===== src/rtl/arb_pkg.sv =====
// Shared types for the instruction/data memory port arbiter: FSM states, grant IDs
// and the sizing helper for the timeout counter.
package arb_pkg;

    typedef enum logic [1:0] {
        IDLE    = 2'd0,
        BUSY_IF = 2'd1,
        BUSY_D  = 2'd2
    } arb_state_t;

    localparam logic GNT_IF = 1'b0;
    localparam logic GNT_D  = 1'b1;

    // Bits needed to hold 0..timeout; a disabled timeout still gets a 1-bit counter.
    function automatic int tmo_width(input int timeout);
        return (timeout < 1) ? 1 : $clog2(timeout + 1);
    endfunction

endpackage


===== src/rtl/mem_port_arbiter_if.sv =====
// Requester and memory-side signals of the arbiter; slave = arbiter view,
// master = core/memory view.
interface mem_port_arbiter_if #(
    parameter int ADDR_W = 32,
    parameter int DATA_W = 32
);
    logic                  if_req;
    logic [ADDR_W-1:0]     if_addr;
    logic [DATA_W-1:0]     if_rdata;
    logic                  if_done;
    logic                  d_req;
    logic                  d_we;
    logic [DATA_W/8-1:0]   d_be;
    logic [ADDR_W-1:0]     d_addr;
    logic [DATA_W-1:0]     d_wdata;
    logic [DATA_W-1:0]     d_rdata;
    logic                  d_done;
    logic                  stall_if;
    logic                  stall_d;
    logic                  mem_req;
    logic                  mem_we;
    logic [DATA_W/8-1:0]   mem_be;
    logic [ADDR_W-1:0]     mem_addr;
    logic [DATA_W-1:0]     mem_wdata;
    logic [DATA_W-1:0]     mem_rdata;
    logic                  mem_ready;
    logic                  err;
    logic                  err_src;

    modport slave (
        input  if_req, if_addr, d_req, d_we, d_be, d_addr, d_wdata, mem_rdata, mem_ready,
        output if_rdata, if_done, d_rdata, d_done, stall_if, stall_d,
               mem_req, mem_we, mem_be, mem_addr, mem_wdata, err, err_src
    );

    modport master (
        output if_req, if_addr, d_req, d_we, d_be, d_addr, d_wdata, mem_rdata, mem_ready,
        input  if_rdata, if_done, d_rdata, d_done, stall_if, stall_d,
               mem_req, mem_we, mem_be, mem_addr, mem_wdata, err, err_src
    );

endinterface


===== src/rtl/arb_perf_counters.sv =====
// Wrapping 32-bit counters of completed fetch/data accesses and of stalled cycles.
module arb_perf_counters (
    input  logic        clk,
    input  logic        reset,
    input  logic        i_if_done,
    input  logic        i_d_done,
    input  logic        i_stall,
    output logic [31:0] o_if_cnt,
    output logic [31:0] o_d_cnt,
    output logic [31:0] o_stall_cnt
);
    logic [31:0] r_if_cnt;
    logic [31:0] r_d_cnt;
    logic [31:0] r_stall_cnt;

    always_ff @(posedge clk) begin
        if (reset) begin
            r_if_cnt    <= '0;
            r_d_cnt     <= '0;
            r_stall_cnt <= '0;
        end else begin
            if (i_if_done) r_if_cnt    <= r_if_cnt + 32'd1;
            if (i_d_done)  r_d_cnt     <= r_d_cnt + 32'd1;
            if (i_stall)   r_stall_cnt <= r_stall_cnt + 32'd1;
        end
    end

    assign o_if_cnt    = r_if_cnt;
    assign o_d_cnt     = r_d_cnt;
    assign o_stall_cnt = r_stall_cnt;

endmodule


===== src/rtl/mem_port_arbiter.sv =====
// Round-robin arbiter sharing one single-port memory between fetch and load/store, one access
// outstanding, with timeout abort. Define ARB_PERF_CNT_EN to add the performance counter ports.
module mem_port_arbiter
    import arb_pkg::*;
#(
    parameter int ADDR_W  = 32,
    parameter int DATA_W  = 32,
    parameter int TIMEOUT = 16
) (
    input  logic                clk,
    input  logic                reset,
    mem_port_arbiter_if.slave   bus
`ifdef ARB_PERF_CNT_EN
   ,output logic [31:0]         perf_if_cnt,
    output logic [31:0]         perf_d_cnt,
    output logic [31:0]         perf_stall_cnt
`endif
);
    localparam int BE_W  = DATA_W / 8;
    localparam int TMO_W = tmo_width(TIMEOUT);
    localparam logic [TMO_W-1:0] TMO_LAST = (TIMEOUT > 0) ? TMO_W'(TIMEOUT - 1) : '0;

    arb_state_t          r_state;
    arb_state_t          w_next_state;
    logic                r_last_grant;
    logic [TMO_W-1:0]    r_tmo_cnt;
    logic                r_mem_req;
    logic                r_mem_we;
    logic [BE_W-1:0]     r_mem_be;
    logic [ADDR_W-1:0]   r_mem_addr;
    logic [DATA_W-1:0]   r_mem_wdata;
    logic [DATA_W-1:0]   r_if_rdata;
    logic [DATA_W-1:0]   r_d_rdata;
    logic                r_if_done;
    logic                r_d_done;
    logic                r_err;
    logic                r_err_src;

    logic                w_if_elig;
    logic                w_d_elig;
    logic                w_grant_valid;
    logic                w_grant_id;
    logic                w_complete;
    logic                w_abort;
    logic                w_tmo_hit;

    // A requester sitting in its done cycle is not asking for a new access.
    assign w_if_elig = bus.if_req & ~r_if_done;
    assign w_d_elig  = bus.d_req & ~r_d_done;
    assign w_tmo_hit = (TIMEOUT > 0) && (r_tmo_cnt == TMO_LAST);

    always_comb begin
        w_next_state  = r_state;
        w_grant_valid = 1'b0;
        w_grant_id    = GNT_IF;
        w_complete    = 1'b0;
        w_abort       = 1'b0;
        case (r_state)
            IDLE: begin
                if (w_if_elig | w_d_elig) begin
                    w_grant_valid = 1'b1;
                    w_grant_id    = (w_d_elig & (~w_if_elig | (r_last_grant == GNT_IF))) ? GNT_D : GNT_IF;
                    w_next_state  = (w_grant_id == GNT_D) ? BUSY_D : BUSY_IF;
                end
            end
            BUSY_IF, BUSY_D: begin
                if (bus.mem_ready) begin
                    w_complete   = 1'b1;
                    w_next_state = IDLE;
                end else if (w_tmo_hit) begin
                    w_abort      = 1'b1;
                    w_next_state = IDLE;
                end
            end
            default: w_next_state = IDLE;
        endcase
    end

    always_ff @(posedge clk) begin
        if (reset) begin
            r_state      <= IDLE;
            r_last_grant <= GNT_IF;
            r_tmo_cnt    <= '0;
            r_mem_req    <= 1'b0;
            r_mem_we     <= 1'b0;
            r_mem_be     <= '0;
            r_mem_addr   <= '0;
            r_mem_wdata  <= '0;
            r_if_rdata   <= '0;
            r_d_rdata    <= '0;
            r_if_done    <= 1'b0;
            r_d_done     <= 1'b0;
            r_err        <= 1'b0;
            r_err_src    <= 1'b0;
        end else begin
            r_state   <= w_next_state;
            r_if_done <= 1'b0;
            r_d_done  <= 1'b0;
            r_err     <= 1'b0;
            r_err_src <= 1'b0;
            if (w_grant_valid) begin
                r_mem_req    <= 1'b1;
                r_last_grant <= w_grant_id;
                r_tmo_cnt    <= '0;
                r_mem_addr   <= (w_grant_id == GNT_D) ? bus.d_addr : bus.if_addr;
                r_mem_we     <= (w_grant_id == GNT_D) & bus.d_we;
                r_mem_be     <= (w_grant_id == GNT_D) ? bus.d_be : '1;
                r_mem_wdata  <= (w_grant_id == GNT_D) ? bus.d_wdata : '0;
            end
            if (w_complete | w_abort) begin
                r_mem_req <= 1'b0;
                r_mem_we  <= 1'b0;
                r_tmo_cnt <= '0;
                if (r_state == BUSY_IF) begin
                    r_if_done  <= 1'b1;
                    r_if_rdata <= w_complete ? bus.mem_rdata : '0;
                end else begin
                    r_d_done <= 1'b1;
                    if (w_abort)
                        r_d_rdata <= '0;
                    else if (!r_mem_we)
                        r_d_rdata <= bus.mem_rdata;
                end
                if (w_abort) begin
                    r_err     <= 1'b1;
                    r_err_src <= (r_state == BUSY_D);
                end
            end else if (r_state != IDLE) begin
                r_tmo_cnt <= r_tmo_cnt + TMO_W'(1);
            end
        end
    end

    assign bus.mem_req   = r_mem_req;
    assign bus.mem_we    = r_mem_we;
    assign bus.mem_be    = r_mem_be;
    assign bus.mem_addr  = r_mem_addr;
    assign bus.mem_wdata = r_mem_wdata;
    assign bus.if_rdata  = r_if_rdata;
    assign bus.d_rdata   = r_d_rdata;
    assign bus.if_done   = r_if_done;
    assign bus.d_done    = r_d_done;
    assign bus.err       = r_err;
    assign bus.err_src   = r_err_src;
    assign bus.stall_if  = bus.if_req & ~r_if_done;
    assign bus.stall_d   = bus.d_req & ~r_d_done;

`ifdef ARB_PERF_CNT_EN
    arb_perf_counters u_perf (
        .clk         (clk),
        .reset       (reset),
        .i_if_done   (r_if_done),
        .i_d_done    (r_d_done),
        .i_stall     (bus.stall_if | bus.stall_d),
        .o_if_cnt    (perf_if_cnt),
        .o_d_cnt     (perf_d_cnt),
        .o_stall_cnt (perf_stall_cnt)
    );
`endif

endmodule


===== src/flat_wrapper.sv =====
// flat-port wrapper written by rule: the top's interface ports become plain ports
module mem_port_arbiter_flat import arb_pkg::*;
#(
    parameter int ADDR_W  = 32,
    parameter int DATA_W  = 32,
    parameter int TIMEOUT = 16
)
  (clk, reset, bus_if_req, bus_if_addr, bus_d_req, bus_d_we, bus_d_be, bus_d_addr, bus_d_wdata, bus_mem_rdata, bus_mem_ready, bus_if_rdata, bus_if_done, bus_d_rdata, bus_d_done, bus_stall_if, bus_stall_d, bus_mem_req, bus_mem_we, bus_mem_be, bus_mem_addr, bus_mem_wdata, bus_err, bus_err_src);
  mem_port_arbiter_if #(.ADDR_W(ADDR_W), .DATA_W(DATA_W)) bus_i ();
  input  logic clk;
  input  logic reset;
  input wire logic [$bits(bus_i.if_req)-1:0] bus_if_req;
  input wire logic [$bits(bus_i.if_addr)-1:0] bus_if_addr;
  input wire logic [$bits(bus_i.d_req)-1:0] bus_d_req;
  input wire logic [$bits(bus_i.d_we)-1:0] bus_d_we;
  input wire logic [$bits(bus_i.d_be)-1:0] bus_d_be;
  input wire logic [$bits(bus_i.d_addr)-1:0] bus_d_addr;
  input wire logic [$bits(bus_i.d_wdata)-1:0] bus_d_wdata;
  input wire logic [$bits(bus_i.mem_rdata)-1:0] bus_mem_rdata;
  input wire logic [$bits(bus_i.mem_ready)-1:0] bus_mem_ready;
  output wire logic [$bits(bus_i.if_rdata)-1:0] bus_if_rdata;
  output wire logic [$bits(bus_i.if_done)-1:0] bus_if_done;
  output wire logic [$bits(bus_i.d_rdata)-1:0] bus_d_rdata;
  output wire logic [$bits(bus_i.d_done)-1:0] bus_d_done;
  output wire logic [$bits(bus_i.stall_if)-1:0] bus_stall_if;
  output wire logic [$bits(bus_i.stall_d)-1:0] bus_stall_d;
  output wire logic [$bits(bus_i.mem_req)-1:0] bus_mem_req;
  output wire logic [$bits(bus_i.mem_we)-1:0] bus_mem_we;
  output wire logic [$bits(bus_i.mem_be)-1:0] bus_mem_be;
  output wire logic [$bits(bus_i.mem_addr)-1:0] bus_mem_addr;
  output wire logic [$bits(bus_i.mem_wdata)-1:0] bus_mem_wdata;
  output wire logic [$bits(bus_i.err)-1:0] bus_err;
  output wire logic [$bits(bus_i.err_src)-1:0] bus_err_src;
  assign bus_i.if_req = bus_if_req;
  assign bus_i.if_addr = bus_if_addr;
  assign bus_i.d_req = bus_d_req;
  assign bus_i.d_we = bus_d_we;
  assign bus_i.d_be = bus_d_be;
  assign bus_i.d_addr = bus_d_addr;
  assign bus_i.d_wdata = bus_d_wdata;
  assign bus_i.mem_rdata = bus_mem_rdata;
  assign bus_i.mem_ready = bus_mem_ready;
  assign bus_if_rdata = bus_i.if_rdata;
  assign bus_if_done = bus_i.if_done;
  assign bus_d_rdata = bus_i.d_rdata;
  assign bus_d_done = bus_i.d_done;
  assign bus_stall_if = bus_i.stall_if;
  assign bus_stall_d = bus_i.stall_d;
  assign bus_mem_req = bus_i.mem_req;
  assign bus_mem_we = bus_i.mem_we;
  assign bus_mem_be = bus_i.mem_be;
  assign bus_mem_addr = bus_i.mem_addr;
  assign bus_mem_wdata = bus_i.mem_wdata;
  assign bus_err = bus_i.err;
  assign bus_err_src = bus_i.err_src;
  mem_port_arbiter #(.ADDR_W(ADDR_W), .DATA_W(DATA_W), .TIMEOUT(TIMEOUT)) u_core (.clk(clk), .reset(reset), .bus(bus_i));
endmodule

===== config.mk =====
export PLATFORM = sky130hd
export DESIGN_NAME = mem_port_arbiter_flat
export DESIGN_NICKNAME = d
export VERILOG_FILES = /design/src/rtl/arb_pkg.sv /design/src/rtl/mem_port_arbiter_if.sv /design/src/rtl/arb_perf_counters.sv /design/src/rtl/mem_port_arbiter.sv /design/src/flat_wrapper.sv
export SDC_FILE = /design/constraint.sdc
export NUM_CORES = 1
export LEC_CHECK = 0
export ABC_CLOCK_PERIOD_IN_PS = 5500
export CAP_MARGIN = 20
export CORE_ASPECT_RATIO = 0.6
export CORE_MARGIN = 2
export CORE_UTILIZATION = 44
export CTS_CLUSTER_DIAMETER = 200
export DETAILED_ROUTE_END_ITERATION = 10
export PLACE_DENSITY = 0.88
export SKIP_CTS_REPAIR_TIMING = 1
export SLEW_MARGIN = 30
export SYNTH_ARGS = -nofsm -noshare
export SYNTH_HDL_FRONTEND = slang
export SYNTH_HIERARCHICAL = 1
export SYNTH_SLANG_ARGS = --single-unit

===== constraint.sdc =====
create_clock -name clk -period 5.5 [get_ports clk]
set_input_delay 1.1 -clock clk [delete_from_list [all_inputs] [get_ports clk]]
set_output_delay 1.1 -clock clk [all_outputs]
set_load 0.02 [all_outputs]

=== After elaboration in Yosys (flattened, before gate mapping) ===
Cells that the tools add are included.
Widths: inputs -> output; s select.

* Register bits after elaboration: 146
* Input port bits: 138

* Bitwise gates (word level): 14
* Reductions and logical operators: 10
* $add $sub $neg: 1
* Equal/unequal tests: 6
* Multiplexer cells: 26

{| class="wikitable"
|+ Operators with widths
! kind !! number
|-
| $mux 32 || 5
|-
| $mux 1 || 13
|-
| $mux 5 || 2
|-
| $mux 2 || 4
|-
| $not 1->1 || 7
|-
| $reduce_or 2->1 || 3
|-
| $add 5x1->5 const B || 1
|-
| $eq 5x4->1 const B || 1
|-
| $and 1x1->1 || 4
|-
| $mux 4 || 1
|-
| $pmux 2 s2 || 1
|-
| $reduce_and 2->1 || 2
|-
| $reduce_bool 2->1 || 2
|-
| $ne 3x2->1 const B || 1
|-
| $or 1x1->1 || 3
|-
| $reduce_and 3->1 || 1
|-
| $reduce_or 3->1 || 1
|-
| $eq 2x1->1 const B || 1
|-
| $eq 2x2->1 const B || 1
|-
| $logic_not 2->1 || 1
|-
| $ne 2x1->1 const B || 1
|-
| $ne 2x2->1 const B || 1
|}

=== Logic depth before layout (Yosys ltp) ===
* Word-level depth: 9
* Gate-level depth with buffers: 9

=== Least setup slack after synthesis ===
No wires, ideal clock.

* Path kind: input-to-output
* Start point: in bus_if_req
* End point: out bus_stall_if
* Required time: 4.400 ns
* Stages on the path: 2
* Arrival: 1.340 ns
* Slack: 3.060 ns
* Cell sequence: nand2b_4 inv_1

* Cells in the longest elaborated chain, start to end: 1

{| class="wikitable"
|+ Ends and longest elaborated chain
! item !! RTL line !! source
|-
| start, declared || flat_wrapper.sv:12 || <nowiki>input wire logic [$bits(bus_i.if_req)-1:0] bus_if_req;</nowiki>
|-
| $and 1x1->1 || mem_port_arbiter.sv:145 || <nowiki>assign bus.stall_if = bus.if_req & ~r_if_done;</nowiki>
|-
| end, declared || flat_wrapper.sv:25 || <nowiki>output wire logic [$bits(bus_i.stall_if)-1:0] bus_stall_if;</nowiki>
|}

Every way passes these cells.

=== Worst setup path in the final report ===
Same ends and word-level chain as after synthesis.

==> run summary <==
Run status -> finished, final reports clean
Placed Cells -> 959
Clk root buf -> clkbuf_16
Vias -> 5231
Sequential Area -> 0.00292 mm^2
Most common cell after layout, fill and taps aside -> clkdlybuf4s50_1
Crit Path Class -> in -> out
Worst flop-to-flop path endpoint -> u_core/bus.mem_addr[2]
# diodes -> 0
Post-synth top area share -> 51.8%
Clock buffer count from CTS -> 17
Final cell count without fillers -> 994
Hold slack final -> 0.449 ns
First-pass GRT wire length -> 27.3 mm
Max Slew Vio Count -> 0
Critical path capture point type -> primary output
Cell area after synthesis -> 0.00564 mm^2
Final Util -> 73.7%
Initial Util -> 45.9%
Total global routing overflow -> 0
Clock sinks -> 146
RSZ-0062 raised after global routing -> false
Setup slack, reg-to-reg -> 3.16 ns
Startpoint Class -> input pin
Detailed Routing Iterations Pass 1 -> 5
Vias/cell -> 5.26
PD cells -> 361 mW/mm^2
Routed wire length -> 17.5 mm
Synth area leader -> dfxtp_1
Worst path cell trace -> clkdlybuf4s50_1 > nand2b_4 > inv_1 > clkdlybuf4s50_1
Die Y -> 91.7 um
Largest delay share family, worst path -> buffers and inverters
DRC violations left -> 0
Fin area -> 0.00906 mm^2
Area occupied by multi-input gates -> 0.00246 mm^2
H-tree levels -> 4
Site row count -> 31
Synth Warn # -> 6
Register area share after synthesis -> 51.8%
Reg2reg start -> u_core/r_state[0]
Most Frequent Cell on Critical Path -> clkdlybuf4s50_1
Final Hold Viols -> 0
Min-delay worst type -> reg -> reg
Area delta synth->final -> 60.5%
WP data arrival -> 2.49 ns
Cells after Synth -> 558
Fmax -> 279 MHz
DP HPWL -> 12.5 mm
Worst VDD drop -> 217 uV
Die area -> 0.0138 mm^2
Pleak -> 0.00326 uW
Max-Cap Viols -> 0
Unique masters post-synth -> 38
WP buf/inv -> 3
Final period util -> 65.3%
Setup Viol. Count Final -> 0
Total GRT Usage -> 24.9%
Minimum clock period -> 3.59 ns
Critical-path top delay cell -> clkdlybuf4s50_1
Io pins -> 278
Clock Latency Late Sink -> 0.41 ns
Initial DRC Count -> 207
Avg Cell Area, Syn -> 10.1 um^2
Data required, critical path -> 4.40 ns
Routed Antenna Nets -> 0
Hold Path Depth -> 2
Worst-path clk slew -> 0.06 ns
Number of I/O port buffers -> 277
Seq cells post-synth -> 146
Vias in the first global route -> 5308
Fin nets -> 959
Dominant cells by area after synthesis -> dfxtp_1 52%, a22oi_2 6.2%, mux2i_1 5.7%
Worst hold endpoint -> u_core/bus.mem_addr[17]
CTS tree -> built
R2R cell count -> 6
Hold_sp -> u_core/bus.mem_addr[17]
RePlAce Congestion -> 0.855
Fill count -> 860
Tightest Pin Transition -> 0.774 ns
Slew headroom -> 48.4%
CP max stage delay -> 0.63 ns
Maximum number of buffers from clock root to sink -> 2
Die width -> 150 um
Crit-path max FO -> 3
Largest net degree at the start of global routing -> 75
Total negative slack -> 0 ns
Most frequent cells in the layout -> 276 x clkdlybuf4s50_1, 146 x dfxtp_1, 80 x nor2_1
Syn Nets -> 701
Initial antenna violation count -> 0
Share of cells above drive strength 1 -> 9.65%
Clk_skew -> 0.0139 ns
DR WL/cell -> 17.6 um
Area post-placement -> 0.00842 mm^2
Core box area -> 0.0123 mm^2
## synth_stat cells
| cell | instances |
|---|---|
| dfxtp_1 | 146 |
| nor2_1 | 80 |
| a21oi_1 | 42 |
| nand2_1 | 37 |
| and2_1 | 33 |
| mux2i_1 | 32 |
| o221ai_1 | 32 |
| a22o_1 | 30 |
| a22oi_2 | 28 |
| clkbuf_1 | 17 |
| buf_2 | 16 |
| buf_6 | 7 |
| a22oi_1 | 5 |
| ha_1 | 5 |
| inv_1 | 5 |
| nand2b_1 | 4 |
| o22ai_1 | 4 |
| buf_4 | 3 |
| nand4_1 | 3 |
| nor3_1 | 3 |
| o21ai_0 | 3 |
| a21oi_4 | 2 |
| and3_1 | 2 |
| buf_1 | 2 |
| nand2b_4 | 2 |
| nand3_1 | 2 |
| nand3b_1 | 2 |
| a31oi_1 | 1 |
| and4b_1 | 1 |
| clkbuf_2 | 1 |
| inv_4 | 1 |
| nor2b_1 | 1 |
| nor3b_1 | 1 |
| o21a_1 | 1 |
| o21ai_2 | 1 |
| o31ai_1 | 1 |
| or2_2 | 1 |
| or4b_1 | 1 |
## kinds of logic (layout without fill, tap and decap cells)
logic type / after synthesis / in the layout / share of synthesized area (%)
fa+ha+maj: 5 / 5 / 1.11
buf+inv: 52 / 323 / 5.01
mux: 32 / 32 / 5.68
simple gates: 173 / 173 / 14.3
flops: 146 / 146 / 51.8
compound gates: 150 / 150 / 22.0
## worst reg2reg max path, stage by stage (launching register included)
cell and delay [ns]:
dfxtp_1 0.31, inv_1 0.10, ha_1 0.41, and3_4 0.73
buf_4 0.40, o221ai_1 0.16, a21oi_1 0.17
## how the worst max path moves through the flow
| stage | start | endpoint | slack (ns) | cells past startpoint |
|---|---|---|---|---|
| after CTS | bus_if_req | bus_stall_if | 1.90 | 4 |
| after detailed placement | bus_if_req | bus_stall_if | 1.90 | 4 |
| after floorplan | bus_if_req | bus_stall_if | 3.06 | 2 |
| after global placement | bus_if_req | bus_stall_if | 1.94 | 4 |
| after global routing | bus_if_req | bus_stall_if | 1.89 | 4 |
| final | bus_if_req | bus_stall_if | 1.91 | 4 |
## area by class of cell
cell class | instances | share of cell area [%]
sequential | 146 | 32.3
timing repair buffer | 285 | 31.6
multi-input combinational | 360 | 27.1
clock buffer | 18 | 4.85
tap | 165 | 2.28
clock inverter | 14 | 1.56
inverter | 6 | 0.276
## through the flow
step | worst slack (ns) | total power, uW
6_report | 1.91 | 3270
2_1_floorplan | 3.06 | 1770
3_3_place_gp | 1.94 | 2110
5_1_grt | 1.89 | 3410
3_5_place_dp | 1.90 | 2150
4_1_cts | 1.90 | 3280
## routing by layer
metal / up-vias / part of all wire, % / GRT usage (%)
met5: - / 0 / 0
met4: 0 / 1.4 / 7.63
met3: 19 / 8.1 / 8.26
met2: 206 / 49 / 42.5
met1: 2502 / 42 / 29.7
li1: 2504 / - / -
## report_power, final
part           switching, uW  internal, uW
combinational            483           432
clock                    478           650
sequential              64.0          1170
total                   1020          2250
## registers in the layout, indices dropped and copies added (netlist names)
register              count
u_core/bus.if_done        1
u_core/bus.err            1
u_core/bus.mem_req        1
u_core/bus.mem_addr      32
u_core/bus.mem_wdata     32
u_core/bus.d_rdata       32
u_core/r_state            2
u_core/r_tmo_cnt          5
u_core/bus.mem_be         4
u_core/bus.if_rdata      32
u_core/r_last_grant       1
u_core/bus.d_done         1
u_core/bus.err_src        1
u_core/bus.mem_we         1
(Power assumes the default switching activity.)
==> variant, RTL diff (same settings) <==
The 3 states of `arb_state_t` get a one-hot encoding in 3 bits.
--- a/src/rtl/arb_pkg.sv
+++ b/src/rtl/arb_pkg.sv
@@ -2,10 +2,10 @@
 // and the sizing helper for the timeout counter.
 package arb_pkg;
 
-    typedef enum logic [1:0] {
-        IDLE    = 2'd0,
-        BUSY_IF = 2'd1,
-        BUSY_D  = 2'd2
+    typedef enum logic [2:0] {
+        IDLE    = 3'b001,
+        BUSY_IF = 3'b010,
+        BUSY_D  = 3'b100
     } arb_state_t;
 
     localparam logic GNT_IF = 1'b0;
Function: same outputs for any inputs over 4 cycles, from zero or initial values and one cycle with reset high; so few cycles prove little.
==> variant against the original RTL <==
- design area shrank 5.6%
- sequential cell count rose by 1
- setup slack lost 0.26 ns
- sequential share of layout area rose by 2.2 points
- wire length fell by 5.4%
- synthesized area is 9.5% lower
- maximum frequency down 6.8%
- global-route usage increased by 1.1 points
- power down 10%
- critical path type unchanged
- critical endpoint unchanged
==> variant: results (changes against the original RTL) <==
Outcome
  • Status: finished clean (unchanged)

Logic synthesis
  • Yosys cell types: 40 (was 38)
  • Cells after Synth: 498 (was 558)
  • Top post-synthesis cells by count: dfxtp_1 (147), nor2_1 (70), a22o_1 (64) (was dfxtp_1 (146), nor2_1 (80), a21oi_1 (42))
  • Register area share after synthesis: 0.5763 (was 0.5181)
  • Top post-synthesis cells by area: dfxtp_1 (58%), a22o_1 (11%), nor2_1 (5.1%) (was dfxtp_1 (52%), a22oi_2 (6.2%), mux2i_1 (5.7%))

Layout
  • # nets final: 901 (was 959)
  • Share of layout cells above drive strength 1: 0.07623 (was 0.09650)
  • Layout filler cell count: 767 (was 860)

Power
  • Leak pwr: 0.003179 µW (was 0.003259 µW)
  • Switching portion of total power: 0.2596 (was 0.3131)
  • VDD IR max: 207.6 µV (was 217.0 µV)

Setup path
  • Crit Reg-Reg Startpoint: u_core/r_state[0] (unchanged)
  • Worst r2r path cells: 5 (was 6)
  • Crit-path max FO: 7 (was 3)
  • R2r setup slk: 3.09 ns (was 3.16 ns)
  • Reg-to-reg endpoint: u_core/bus.mem_wdata[2] (was u_core/bus.mem_addr[2])
  • CP Data Arrival Time: 2.75 ns (was 2.49 ns)

GRT
  • Largest net degree at the start of global routing: 38 (was 75)
  • First-pass GRT wire length: 25340 µm (was 27260 µm)
  • GRT Resource Usage Total: 0.2598 (was 0.2488)

Timing
  • Worst Tran Pin Value: 0.7992 ns (was 0.7743 ns)
  • Worst Skew: 0.01147 ns (was 0.01393 ns)
  • Worst Hold Margin: 0.4652 ns (was 0.4492 ns)

Placement
  • Placed cell areas: 0.007909 mm² (was 0.008416 mm²)
  • Routability congestion estimate: 0.8231 (was 0.8549)
  • HPWL Detailed: 11970 µm (was 12510 µm)
  • Worst slack at placement: 1.702 ns (was 1.902 ns)

Min path
  • Worst hold path endpoint: u_core/r_tmo_cnt[3] (was u_core/bus.mem_addr[17])
  • Hold Path Stages: 1 (was 2)
  • Hold Crit Start: u_core/r_tmo_cnt[3] (was u_core/bus.mem_addr[17])

Drt
  • Via/cell ratio: 5.327 (was 5.263)
  • TritonRoute pass-1 iters: 4 (was 5)
  • Drt initial violations: 264 (was 207)
  • Routed WL: 16530 µm (was 17480 µm)

CTS
  • Worst skew pair latency: 0.41 ns (about the same)
## variant: changes by cell type in the layout (fill, tap and decap cells not counted), moves of 23 or more
cell,change
a22o_1,+34
and2_1,-33
mux2i_1,-32
o221ai_1,-32
a22oi_1,+28
a22oi_2,-28
nor3_1,+23
## variant: logic make-up after synthesis
family | share of synthesized area
simple gates | 0.1218
buf+inv | 0.05048
compound gates | 0.2448
flops | 0.5763
xor+xnor | 0.001716
fa+ha+maj | 0.004900
## variant: area by class of cell
cell class / count / area (µm²) / area share
Clock buffer: 22 / 484.2 / 0.05665
Clock inverter: 10 / 146.4 / 0.01713
Inverter: 4 / 15.01 / 0.001756
Multi-Input combinational cell: 306 / 1932 / 0.2260
Sequential cell: 147 / 2943 / 0.3443
Tap cell: 160 / 200.2 / 0.02342
Timing Repair Buffer: 285 / 2828 / 0.3308
## variant: worst max path at each step
stage                           from            to  slack [ns]  cells after the start
after floorplan           bus_if_req  bus_stall_if        2.86                      2
after global placement    bus_if_req  bus_stall_if        1.76                      3
after CTS                 bus_if_req  bus_stall_if        1.71                      3
after detailed placement  bus_if_req  bus_stall_if        1.70                      3
final                     bus_if_req  bus_stall_if        1.65                      3
after global routing      bus_if_req  bus_stall_if        1.62                      3
## variant: per-layer routing
layer  share of wire  GRT usage  wire length (µm)
met5               0          0                 0
met2            0.49     0.4541              8045
met1            0.40     0.2982              6630
met3           0.091    0.08191              1501
met4           0.021     0.1062               353
## variant: power by group through the flow
stage          registers (µW)  logic [µW]  clock network (µW)
2_1_floorplan            1280         188                   0
3_3_place_gp             1200         530                   0
3_5_place_dp             1210         547                   0
4_1_cts                  1180         550                1230
5_1_grt                  1190         583                1270
6_report                 1180         551                1210
## variant: critical path, cell delays in order
cell and delay, ns:
clkdlybuf4s50_1 0.48, nor2b_1 0.45, clkdlybuf4s50_1 0.72
